[src/rtl/formula_sweep_pkg.sv]
// Shared types and constants for the Boolean formula sweep sequencer.
package formula_sweep_pkg;

   typedef enum logic [1:0] {
      IDLE = 2'd0,
      RUN  = 2'd1,
      DONE = 2'd2
   } state_t;

   localparam logic MODE_SAT   = 1'b0;
   localparam logic MODE_EQUIV = 1'b1;

   // One extra bit so a full sweep where every assignment hits still fits.
   function automatic int cnt_width(input int num_vars);
      return num_vars + 1;
   endfunction

endpackage

[src/rtl/formula_sweep_ctrl.sv]
// Sweeps every input assignment of an external combinational formula and
// counts hits (satisfying assignments or candidate/spec mismatches).
module formula_sweep_ctrl
   import formula_sweep_pkg::*;
#(
   parameter int NUM_VARS = 4,
   parameter int CNT_W    = cnt_width(NUM_VARS)
) (
   input  logic                clk,
   input  logic                rst,
   input  logic                start,
   input  logic                abort,
   input  logic                mode,
   input  logic                stop_on_hit,
   output logic [NUM_VARS-1:0] assign_out,
   input  logic                eval_a,
   input  logic                eval_b,
   output logic                busy,
   output logic                done,
   output logic                aborted,
   output logic [CNT_W-1:0]    hit_cnt,
   output logic                hit_found,
   output logic [NUM_VARS-1:0] first_hit
);

   state_t              state, state_n;
   logic                mode_q, stop_q;
   logic                hit, last;
   logic [NUM_VARS-1:0] assign_q, first_q;
   logic [CNT_W-1:0]    cnt_q;
   logic                found_q, aborted_q;

   // Formula outputs settle combinationally from the registered assignment.
   assign hit  = (mode_q == MODE_EQUIV) ? (eval_a ^ eval_b) : eval_a;
   assign last = &assign_q;

   always_ff @(posedge clk) begin
      if (rst) begin
         state <= IDLE;
      end else begin
         state <= state_n;
      end
   end

   always_comb begin
      state_n = state;
      case (state)
         IDLE:    if (start) state_n = RUN;
         RUN:     if (abort || (hit && stop_q) || last) state_n = DONE;
         DONE:    state_n = IDLE;
         default: state_n = IDLE;
      endcase
   end

   always_ff @(posedge clk) begin
      if (rst) begin
         mode_q    <= 1'b0;
         stop_q    <= 1'b0;
         assign_q  <= '0;
         first_q   <= '0;
         cnt_q     <= '0;
         found_q   <= 1'b0;
         aborted_q <= 1'b0;
      end else begin
         case (state)
            IDLE: begin
               if (start) begin
                  mode_q    <= mode;
                  stop_q    <= stop_on_hit;
                  assign_q  <= '0;
                  first_q   <= '0;
                  cnt_q     <= '0;
                  found_q   <= 1'b0;
                  aborted_q <= 1'b0;
               end
            end
            RUN: begin
               // Abort discards this cycle's evaluation entirely.
               if (abort) begin
                  aborted_q <= 1'b1;
               end else begin
                  if (hit) begin
                     cnt_q <= cnt_q + CNT_W'(1);
                     if (!found_q) begin
                        first_q <= assign_q;
                        found_q <= 1'b1;
                     end
                  end
                  if (!(hit && stop_q) && !last) begin
                     assign_q <= assign_q + NUM_VARS'(1);
                  end
               end
            end
            default: ;
         endcase
      end
   end

   assign assign_out = assign_q;
   assign busy       = (state == RUN);
   assign done       = (state == DONE);
   assign aborted    = aborted_q;
   assign hit_cnt    = cnt_q;
   assign hit_found  = found_q;
   assign first_hit  = first_q;

endmodule

[config.mk]
export PLATFORM = sky130hd
export DESIGN_NAME = formula_sweep_ctrl
export DESIGN_NICKNAME = d
export VERILOG_FILES = /design/src/rtl/formula_sweep_pkg.sv /design/src/rtl/formula_sweep_ctrl.sv
export SDC_FILE = /design/constraint.sdc
export NUM_CORES = 1
export LEC_CHECK = 0
export ABC_CLOCK_PERIOD_IN_PS = 4500
export BUFFER_PORTS_ARGS = -buffer_cell sky130_fd_sc_hd__buf_2
export CAP_MARGIN = 10
export CORE_MARGIN = 2
export CORE_UTILIZATION = 50
export CTS_CLUSTER_SIZE = 20
export DETAILED_ROUTE_END_ITERATION = 10
export PLACE_DENSITY = 0.77
export SLEW_MARGIN = 30
export SYNTH_ARGS = -nofsm -noshare
export SYNTH_HDL_FRONTEND = slang
export SYNTH_SLANG_ARGS = --single-unit
[constraint.sdc]
create_clock -name clk -period 4.5 [get_ports clk]
set_input_delay 0 -clock clk [delete_from_list [all_inputs] [get_ports clk]]
set_output_delay 0 -clock clk [all_outputs]
set_load 0.005 [all_outputs]
# ---- Word level (Yosys, flattened, before mapping)
# Cells that the tools add are included.
# Widths: inputs -> output; s select.
dict set report word_totals {
  register_bits 19
  inputBits 8
  out_inout_bits 17
  word_cells 57
}
dict set report classes {
  add_sub_neg 2
  n_eq_ne 9
  mux 22
  n_bitwise 1
  reduce_logical 15
}
# cell count
set op_table {}
lappend op_table {{$mux 4} 6}
lappend op_table {{$pmux 4 s2} 2}
lappend op_table {{$mux 5} 3}
lappend op_table {{$reduce_and 4->1} 3}
lappend op_table {{$pmux 5 s2} 1}
lappend op_table {{$ne 2x2->1 const B} 4}
lappend op_table {{$ne 2x1->1 const B} 3}
lappend op_table {{$add 5x1->5 const B} 1}
lappend op_table {{$mux 1} 5}
lappend op_table {{$reduce_and 5->1} 1}
lappend op_table {{$add 4x1->4 const B} 1}
lappend op_table {{$mux 2} 2}
lappend op_table {{$pmux 1 s2} 2}
lappend op_table {{$pmux 2 s2} 1}
lappend op_table {{$reduce_and 2->1} 2}
lappend op_table {{$reduce_and 3->1} 1}
lappend op_table {{$eq 2x1->1 const B} 1}
lappend op_table {{$eq 2x2->1 const B} 1}
lappend op_table {{$logic_and 1x1->1} 2}
lappend op_table {{$logic_not 1->1} 2}
lappend op_table {{$logic_not 2->1} 1}
lappend op_table {{$logic_or 1x1->1} 2}
lappend op_table {{$reduce_bool 2->1} 1}
lappend op_table {{$xor 1x1->1} 1}

# ---- Depth between registers and ports, before layout
# Gate-level depths: netlist (run 1).
dict set report logic_depth {
  depth_word 8
  mapped_depth 5
  ltp_nobuf 5
}

# ---- Worst setup path before layout (run 1)
# No wires, ideal clock.
dict set report synth_path {
  kind {register -> register}
  from {reg mode_q}
  to {reg cnt_q[3], in the netlist hit_cnt[3]}
  setup_time_ns 0.074
  arrival_time_ns 1.404
  required_ns 4.426
  slack_ns 3.022
  path_stages_with_launch 5
  path_buffers 0
  period_less_slack_ns 1.478
  cell_sequence {dfxtp_1 > a21bo_2 > a211o_1 > or3_1 > a31oi_1}
}
dict set report synth_between {
  elab_chain_len 3
}
# item line
set synth_lines {}
lappend synth_lines {{from (decl)} formula_sweep_ctrl.sv:27} ;# logic mode_q, stop_q;
lappend synth_lines {{from (signal assigned)} formula_sweep_ctrl.sv:68} ;# mode_q <= mode;
lappend synth_lines {{$mux 1} formula_sweep_ctrl.sv:34} ;# assign hit = (mode_q == MODE_EQUIV) ? (eval_a ^ eval_b) : eval_a;
lappend synth_lines {{$ne 2x1->1 (no source line)} -}
lappend synth_lines {{$reduce_and 4->1 (no source line)} -}
lappend synth_lines {{to (signal assigned)} formula_sweep_ctrl.sv:83} ;# cnt_q <= cnt_q + CNT_W'(1);
lappend synth_lines {{to (decl)} formula_sweep_ctrl.sv:30} ;# logic [CNT_W-1:0] cnt_q;
# No other way between the ends.
# A chain may end at the register's enable or synchronous reset.

# ---- Final worst setup path (run 1)
dict set report layout_path {
  from {reg state[0]}
  to {reg first_q[2], in the netlist first_hit[2]}
}
dict set report layout_between {
  elab_chain_len 3
  elab_cells_between_ends 9
  cone_classes {eq/ne (5); mux (1); reduce/logical (3)}
}
# item line
set layout_lines {}
lappend layout_lines {{from (decl)} formula_sweep_ctrl.sv:26} ;# state_t state, state_n;
lappend layout_lines {{from (signal assigned)} formula_sweep_ctrl.sv:41} ;# state <= state_n;
lappend layout_lines {{$eq 2x1->1 / $logic_not 2->1 (equally long branches)} formula_sweep_ctrl.sv:65} ;# case (state)
lappend layout_lines {{$ne 2x2->1 (no source line), or another cell as far along} -}
lappend layout_lines {{$reduce_and 5->1 (no source line)} -}
lappend layout_lines {{to (signal assigned)} formula_sweep_ctrl.sv:85} ;# first_q <= assign_q;
lappend layout_lines {{to (decl)} formula_sweep_ctrl.sv:29} ;# logic [NUM_VARS-1:0] assign_q, first_q;
# Several ways; a longest one is shown, not always the timed one.

==> results.sh, run 1 <==
export IMPL_setup_tns_final_ns=0
export IMPL_timing_critical_path_from_type="flip-flop"
export IMPL_maximum_number_of_pins_on_one_net_before_global_route_repair=19
export IMPL_drt_vias_per_instance=5.82
export IMPL_final_worst_path_cycle_share_pct=36.3
export IMPL_antenna_found_initial=0
export IMPL_xor_xnor_fraction_of_synth_area_pct=0
export IMPL_drc=0
export IMPL_synthSimpleGateAreaFrac_pct=22.8
export IMPL_layout_drive_gt1_share_pct=24.0
export IMPL_combinational_family_with_the_most_area_after_synthesis="compound AO/OA/AOI/OAI gates"
export IMPL_cts_inserted_buffers=3
export IMPL_ys_dominant_reg_cell="dfxtp_1"
export IMPL_grt_setup_unrepaired="no"
export IMPL_fin_nets=140
export IMPL_worst_hold_path_type="in2reg"
export IMPL_critical_path_s_most_frequent_cell="nand2b_1"
export IMPL_power_density_nw_per_um2=275
export IMPL_synth_compound_gate_area_share_pct=28.4
export IMPL_syn_mean_instance_area_sq_um=8.98
export IMPL_h_tree_depth=1
export IMPL_synth_cell_types=32
export IMPL_synthArstFlopShare_pct=0
export IMPL_synth_cells_most_frequent="19 x dfxtp_1, 10 x nand3_1, 8 x a21oi_1"
export IMPL_area_delta_synth_final_pct=21.0
export IMPL_ys_top_cells_by_area="dfxtp_1 42%, nand3_1 5.5%, a22o_1 4.8%, a21oi_1 4.4%, a31oi_1 3.4%"
export IMPL_status="finished clean"
export IMPL_slew_viol_final=0
export IMPL_root_buffer="clkbuf_4"
export IMPL_avgRoutedWirePerCell_um=15.0
export IMPL_max_slew_worst_pin_slew_ns=0.518
export IMPL_cpPeakStageDelay_ns=0.46
export IMPL_clock_power_share_pct=29.0
export IMPL_clock_path_buffers=2
export IMPL_diodes_inserted=0
export IMPL_synthMostInstantiatedCell="dfxtp_1"
export IMPL_drt_iter0_markers=26
export IMPL_netlist_area_leader_share_pct=41.9
export IMPL_via_count=897
export IMPL_pwr_share_seq_pct=58.6
export IMPL_period_minus_slack_ns=1.63
export IMPL_die_area_sq_um=2170
export IMPL_route_final_wire_length_um=2310
export IMPL_setup_worst_path_class="reg2reg"
export IMPL_sw_share_pct=26.8
export IMPL_synth_area_sq_um=907
export IMPL_worst_path_dominant_cell_family="compound AO/OA/AOI/OAI gates"
export IMPL_ios=25
export IMPL_timing_final_hold_violations=0
export IMPL_buffer_ports_inserted=24
export IMPL_insertion_delay_ns=0.30
export IMPL_core_region_area_sq_um=1710
export IMPL_report_final_setup_viol=0
export IMPL_sink_count=19
export IMPL_synth_ff_latch_count=19
export IMPL_grt_first_pass_wirelength_um=3530
export IMPL_max_vdd_ir_drop_uv=235
export IMPL_first_global_vias=792
export IMPL_detailedRoute_firstPassIterationCount=6
export IMPL_place_hpwl_um=1730
export IMPL_gr_usage_all_layers_pct=23.6
export IMPL_seq_area_frac_synth_pct=41.9
export IMPL_synthMuxAreaShare_pct=1.24
export IMPL_place_ws_ns=2.90
export IMPL_edff_count_synth=0
export IMPL_post_synth_top_area_cell="dfxtp_1"
export IMPL_layoutNonFillerInstCount=154
export IMPL_rows=15
export IMPL_p_leak_uw=0.000481
export IMPL_place_detailed_instances=148
export IMPL_hold_worst_slack_ns=0.0582
export IMPL_post_cts_setup_repair_buffer_count=0
export IMPL_library_cell_contributing_the_largest_single_delay_on_the_critical_path="a2111oi_4"
export IMPL_initial_core_util_pct=53.1
export IMPL_yosysWarningCount=0
export IMPL_timing_clock_skew_ns=0.00446
export IMPL_p_switching_uw=80.9
export IMPL_cap_violations=0
export IMPL_path_clk_slew_ns=0.11
export IMPL_synth_adder_area_share_pct=2.76
export IMPL_maxClockFrequency_mhz=612
export IMPL_crit_path_max_fanout=6
export IMPL_floorplan_die_height_um=46.6
export IMPL_worstSetupEndpointType="flip-flop"
export IMPL_power_report_internal_total_uw=221
export IMPL_finalWeightedCongestion=0.812
export IMPL_cts_tree="built"
export IMPL_syn_inst=101
export IMPL_floorplan_die_width_um=46.6
export IMPL_pnr_worst_setup_slack_ns=2.87
export IMPL_comb_power_share_pct=12.4
export IMPL_worstPathBufferInverterCount=1
export IMPL_cp_data_arrival_time_ns=1.88
export IMPL_worst_slew_margin_rel_pct=65.2
export IMPL_crit_chain="nand2b_1 > inv_1 > nand2b_1 > a2111oi_4 > a22o_1"
export IMPL_detail_route_antenna_nets=0
export IMPL_cp_required_ns=4.75
export IMPL_fin_util_pct=64.2
export IMPL_grt_ovfl_total=0
export IMPL_syn_nets=111
-- logic make-up after synthesis --
family | after synthesis
AOI/OAI and AO/OA | 35
adders and majority gates | 2
buffers and inverters | 7
DFF | 19
muxes | 1
and+or+nand+nor | 37
-- state kept, by name, indices dropped and copies added, names as in the netlist --
name,flops
hit_cnt,5
assign_out,4
first_hit,4
state,2
aborted,1
hit_found,1
mode_q,1
stop_q,1
-- placed cells by master, fill, tap and decap left out, types with 2 or more instances in the layout --
cell type / count
ha_1: 2
dlygate4sd3_1: 2
nand4b_1: 2
or3_1: 2
nand2_1: 7
a31oi_1: 5
nor2b_1: 3
a22o_1: 5
o21ai_0: 5
inv_1: 5
nand3_1: 10
buf_2: 24
dfxtp_1: 19
nor2_1: 7
clkbuf_4: 3
a21oi_1: 8
nand2b_1: 2
-- through the flow --
step	cell area, sq um	power [uW]
2_1_floorplan	907	202
5_1_grt	1100	315
3_5_place_dp	1050	216
3_3_place_gp	1050	214
6_report	1100	302
4_1_cts	1100	303
-- power groups by stage --
stage	Clock (uW)	Combinational, uW	Sequential [uW]
after floorplan	0	22.3	180
after global placement	0	34.3	180
after detailed placement	0	35.5	181
after CTS	89.5	37.0	177
after global routing	96.5	41.1	177
final	87.4	37.4	177
-- path summary, 6_finish.rpt --
path	startpoint	endpoint	slack [ns]	depth (start not counted)
worst max-delay path	state[0]	first_hit[2]	2.87	5
worst min-delay path	rst	state[0]	0.06	2
worst max register to register	state[0]	first_hit[2]	2.87	5
worst min register to register	first_hit[0]	first_hit[0]	0.49	1
-- layout make-up --
cell class	instances	area, sq um
repair buffers	26	140
clock buffers	4	26.3
well taps	25	31.3
fillers	154	611
flip-flops and latches	19	380
multi-input cells	75	500
inverters	5	18.8
-- metal layers --
metal,global-route usage [%],part of all wire [%],wire length (um)
met2,36.7,45,1050
met5,0,0,0
met3,7.45,7.1,163
met1,29.3,45,1050
met4,11.4,2.2,50
-- repair_timing --
item,4_1_cts,5_1_grt
endpoints found under the hold margin,2,0
resized for setup,0,0
hold buffers,2,0
endpoints found under the setup margin,0,0
Note: power is estimated with default switching activity, not from simulation.
==> run 2: changes to the inputs <==
--- a/config.mk
+++ b/config.mk
@@ -5,7 +5,7 @@
 export SDC_FILE = /design/constraint.sdc
 export NUM_CORES = 1
 export LEC_CHECK = 0
-export ABC_CLOCK_PERIOD_IN_PS = 4500
+export ABC_CLOCK_PERIOD_IN_PS = 1700
 export BUFFER_PORTS_ARGS = -buffer_cell sky130_fd_sc_hd__buf_2
 export CAP_MARGIN = 10
 export CORE_MARGIN = 2
==> constraint.sdc (replaced) <==
create_clock -name clk -period 1.7 [get_ports clk]
set_input_delay 0 -clock clk [delete_from_list [all_inputs] [get_ports clk]]
set_output_delay 0 -clock clk [all_outputs]
set_load 0.005 [all_outputs]
==> run 2 against run 1 <==
Effect of this change:
- final area increased by 2.7%
- sequential power increased to 2.6 times the previous value
- combinational power increased to 2.9 times the previous value
- die area unchanged
- core utilization increased by 1.8 points
- critical endpoint is now assign_out[0]
- first-iteration DRC count decreased by 50%
- cell count increased by 2.6%
- fmax increased by 4.1%
==> results.sh, run 2 (same netlist as run 1, synthesis figures left out) <==
export IMPL_route_final_wire_length_um=2170
export IMPL_timing_final_hold_violations=0
export IMPL_post_cts_resized_instances=0
export IMPL_first_global_vias=768
export IMPL_largest_register_ff_count=5
export IMPL_finalWeightedCongestion=0.799
export IMPL_worstSetupEndpointType="flip-flop"
export IMPL_initial_core_util_pct=53.1
export IMPL_fillCellCount=146
export IMPL_buffer_ports_inserted=24
export IMPL_clock_path_buffers=2
export IMPL_via_count=898
export IMPL_cts_inserted_buffers=3
export IMPL_sink_count=19
export IMPL_ios=25
export IMPL_floorplan_die_width_um=46.6
export IMPL_area_delta_synth_final_pct=24.3
export IMPL_max_slew_worst_pin_slew_ns=0.461
export IMPL_rows=15
export IMPL_drt_iter0_markers=13
export IMPL_place_detailed_instances=152
export IMPL_placedInstanceArea_sq_um=1080
export IMPL_fin_nets=144
export IMPL_diodes_inserted=0
export IMPL_cp_data_arrival_time_ns=1.76
export IMPL_grt_first_pass_wirelength_um=3170
export IMPL_detail_route_antenna_nets=0
export IMPL_timing_clock_skew_ns=0.00448
export IMPL_post_cts_setup_repair_buffer_count=0
export IMPL_place_hpwl_um=1660
export IMPL_p_leak_uw=0.000501
export IMPL_root_buffer="clkbuf_4"
export IMPL_cap_violations=0
export IMPL_final_worst_path_cycle_share_pct=92.3
export IMPL_drc=0
export IMPL_grt_ovfl_total=0
export IMPL_setup_tns_final_ns=0
export IMPL_fin_util_pct=66.0
export IMPL_floorplan_die_height_um=46.6
export IMPL_worst_hold_path_type="in2reg"
export IMPL_drt_vias_per_instance=5.68
export IMPL_maxClockFrequency_mhz=637
export IMPL_design_power_total_uw=799
export IMPL_final_common_cell="buf_2"
export IMPL_crit_chain="ha_1 > a31oi_1 > o211a_1 > a21boi_0 > mux2_2"
export IMPL_cp_required_ns=1.90
export IMPL_period_minus_slack_ns=1.57
export IMPL_maximum_number_of_pins_on_one_net_before_global_route_repair=19
export IMPL_die_area_sq_um=2170
export IMPL_antenna_found_initial=0
export IMPL_cts_hold_fix_buffers=2
export IMPL_path_clk_slew_ns=0.10
export IMPL_layout_drive_gt1_share_pct=26.3
export IMPL_power_density_nw_per_um2=709
export IMPL_worst_slew_margin_rel_pct=69.1
export IMPL_crit_path_max_fanout=5
export IMPL_library_cell_contributing_the_largest_single_delay_on_the_critical_path="dfxtp_1"
export IMPL_report_final_setup_viol=0
export IMPL_h_tree_depth=1
export IMPL_insertion_delay_ns=0.29
export IMPL_grt_setup_unrepaired="no"
export IMPL_cpPeakStageDelay_ns=0.36
export IMPL_core_region_area_sq_um=1710
export IMPL_timing_critical_path_from_type="flip-flop"
export IMPL_slew_viol_final=0
export IMPL_detailedRoute_firstPassIterationCount=4
export IMPL_gr_usage_all_layers_pct=20.4
export IMPL_setup_worst_path_class="reg2reg"
export IMPL_mostFrequentLayoutCells="24 x buf_2, 19 x dfxtp_1, 10 x nand3_1, 8 x a21oi_1"
export IMPL_layoutNonFillerInstCount=158
export IMPL_max_vdd_ir_drop_uv=413
export IMPL_avgRoutedWirePerCell_um=13.7
export IMPL_post_route_cell_area_sq_um=1130
export IMPL_status="finished clean"
export IMPL_cts_tree="built"
[run 2: changes by cell type in the layout (fill, tap and decap cells not counted), sizes merged]
cell / delta
buf: +4
[run 2: worst max-delay path: cells and delay by family, from the launching register on]
family          cells  cell delay, ns
compound gates      3            0.58
fa+ha+maj           1            0.25
flops               1            0.36
mux                 1            0.29
[run 2: cell type report]
type	instances	area [sq um]	area share (%)
sequential	19	380	33.7
inverter	5	18.8	1.66
clock buffer	4	26.3	2.33
tap	25	31.3	2.77
multi-input combinational	75	500	44.4
timing repair buffer	30	170	15.1
[run 2: through the flow]
stage / setup WS, ns / hold WS (ns)
global placement: 0.191 / 0.241
finish: 0.130 / 0.0710
floorplan: 0.222 / 0.136
global route: 0.0315 / 0.0780
CTS: 0.144 / 0.0676
detailed placement: 0.159 / 0.252
[run 2: final timing paths]
kind,start,end,slack [ns],cells past startpoint
setup reg to reg,assign_out[0],assign_out[0],0.13,5
hold / removal,rst,state[0],0.07,2
hold reg to reg,first_hit[2],first_hit[2],0.49,1
setup / recovery,assign_out[0],assign_out[0],0.13,5
[run 2: metal layers]
layer  vias up  GRT usage, %  wire length (um)
li1        442             -                 -
met1       427          26.0              1010
met2        25          34.2              1020
met3         4          3.53               108
met4         0          7.43                21
met5         -             0                 0
[run 2: power breakdown]
| part | switching (uW) | total (uW) | internal [uW] |
|---|---|---|---|
| clock | 133 | 224 | 91.3 |
| sequential | 11.2 | 466 | 455 |
| combinational | 63.5 | 109 | 45.5 |
| total | 207 | 799 | 592 |
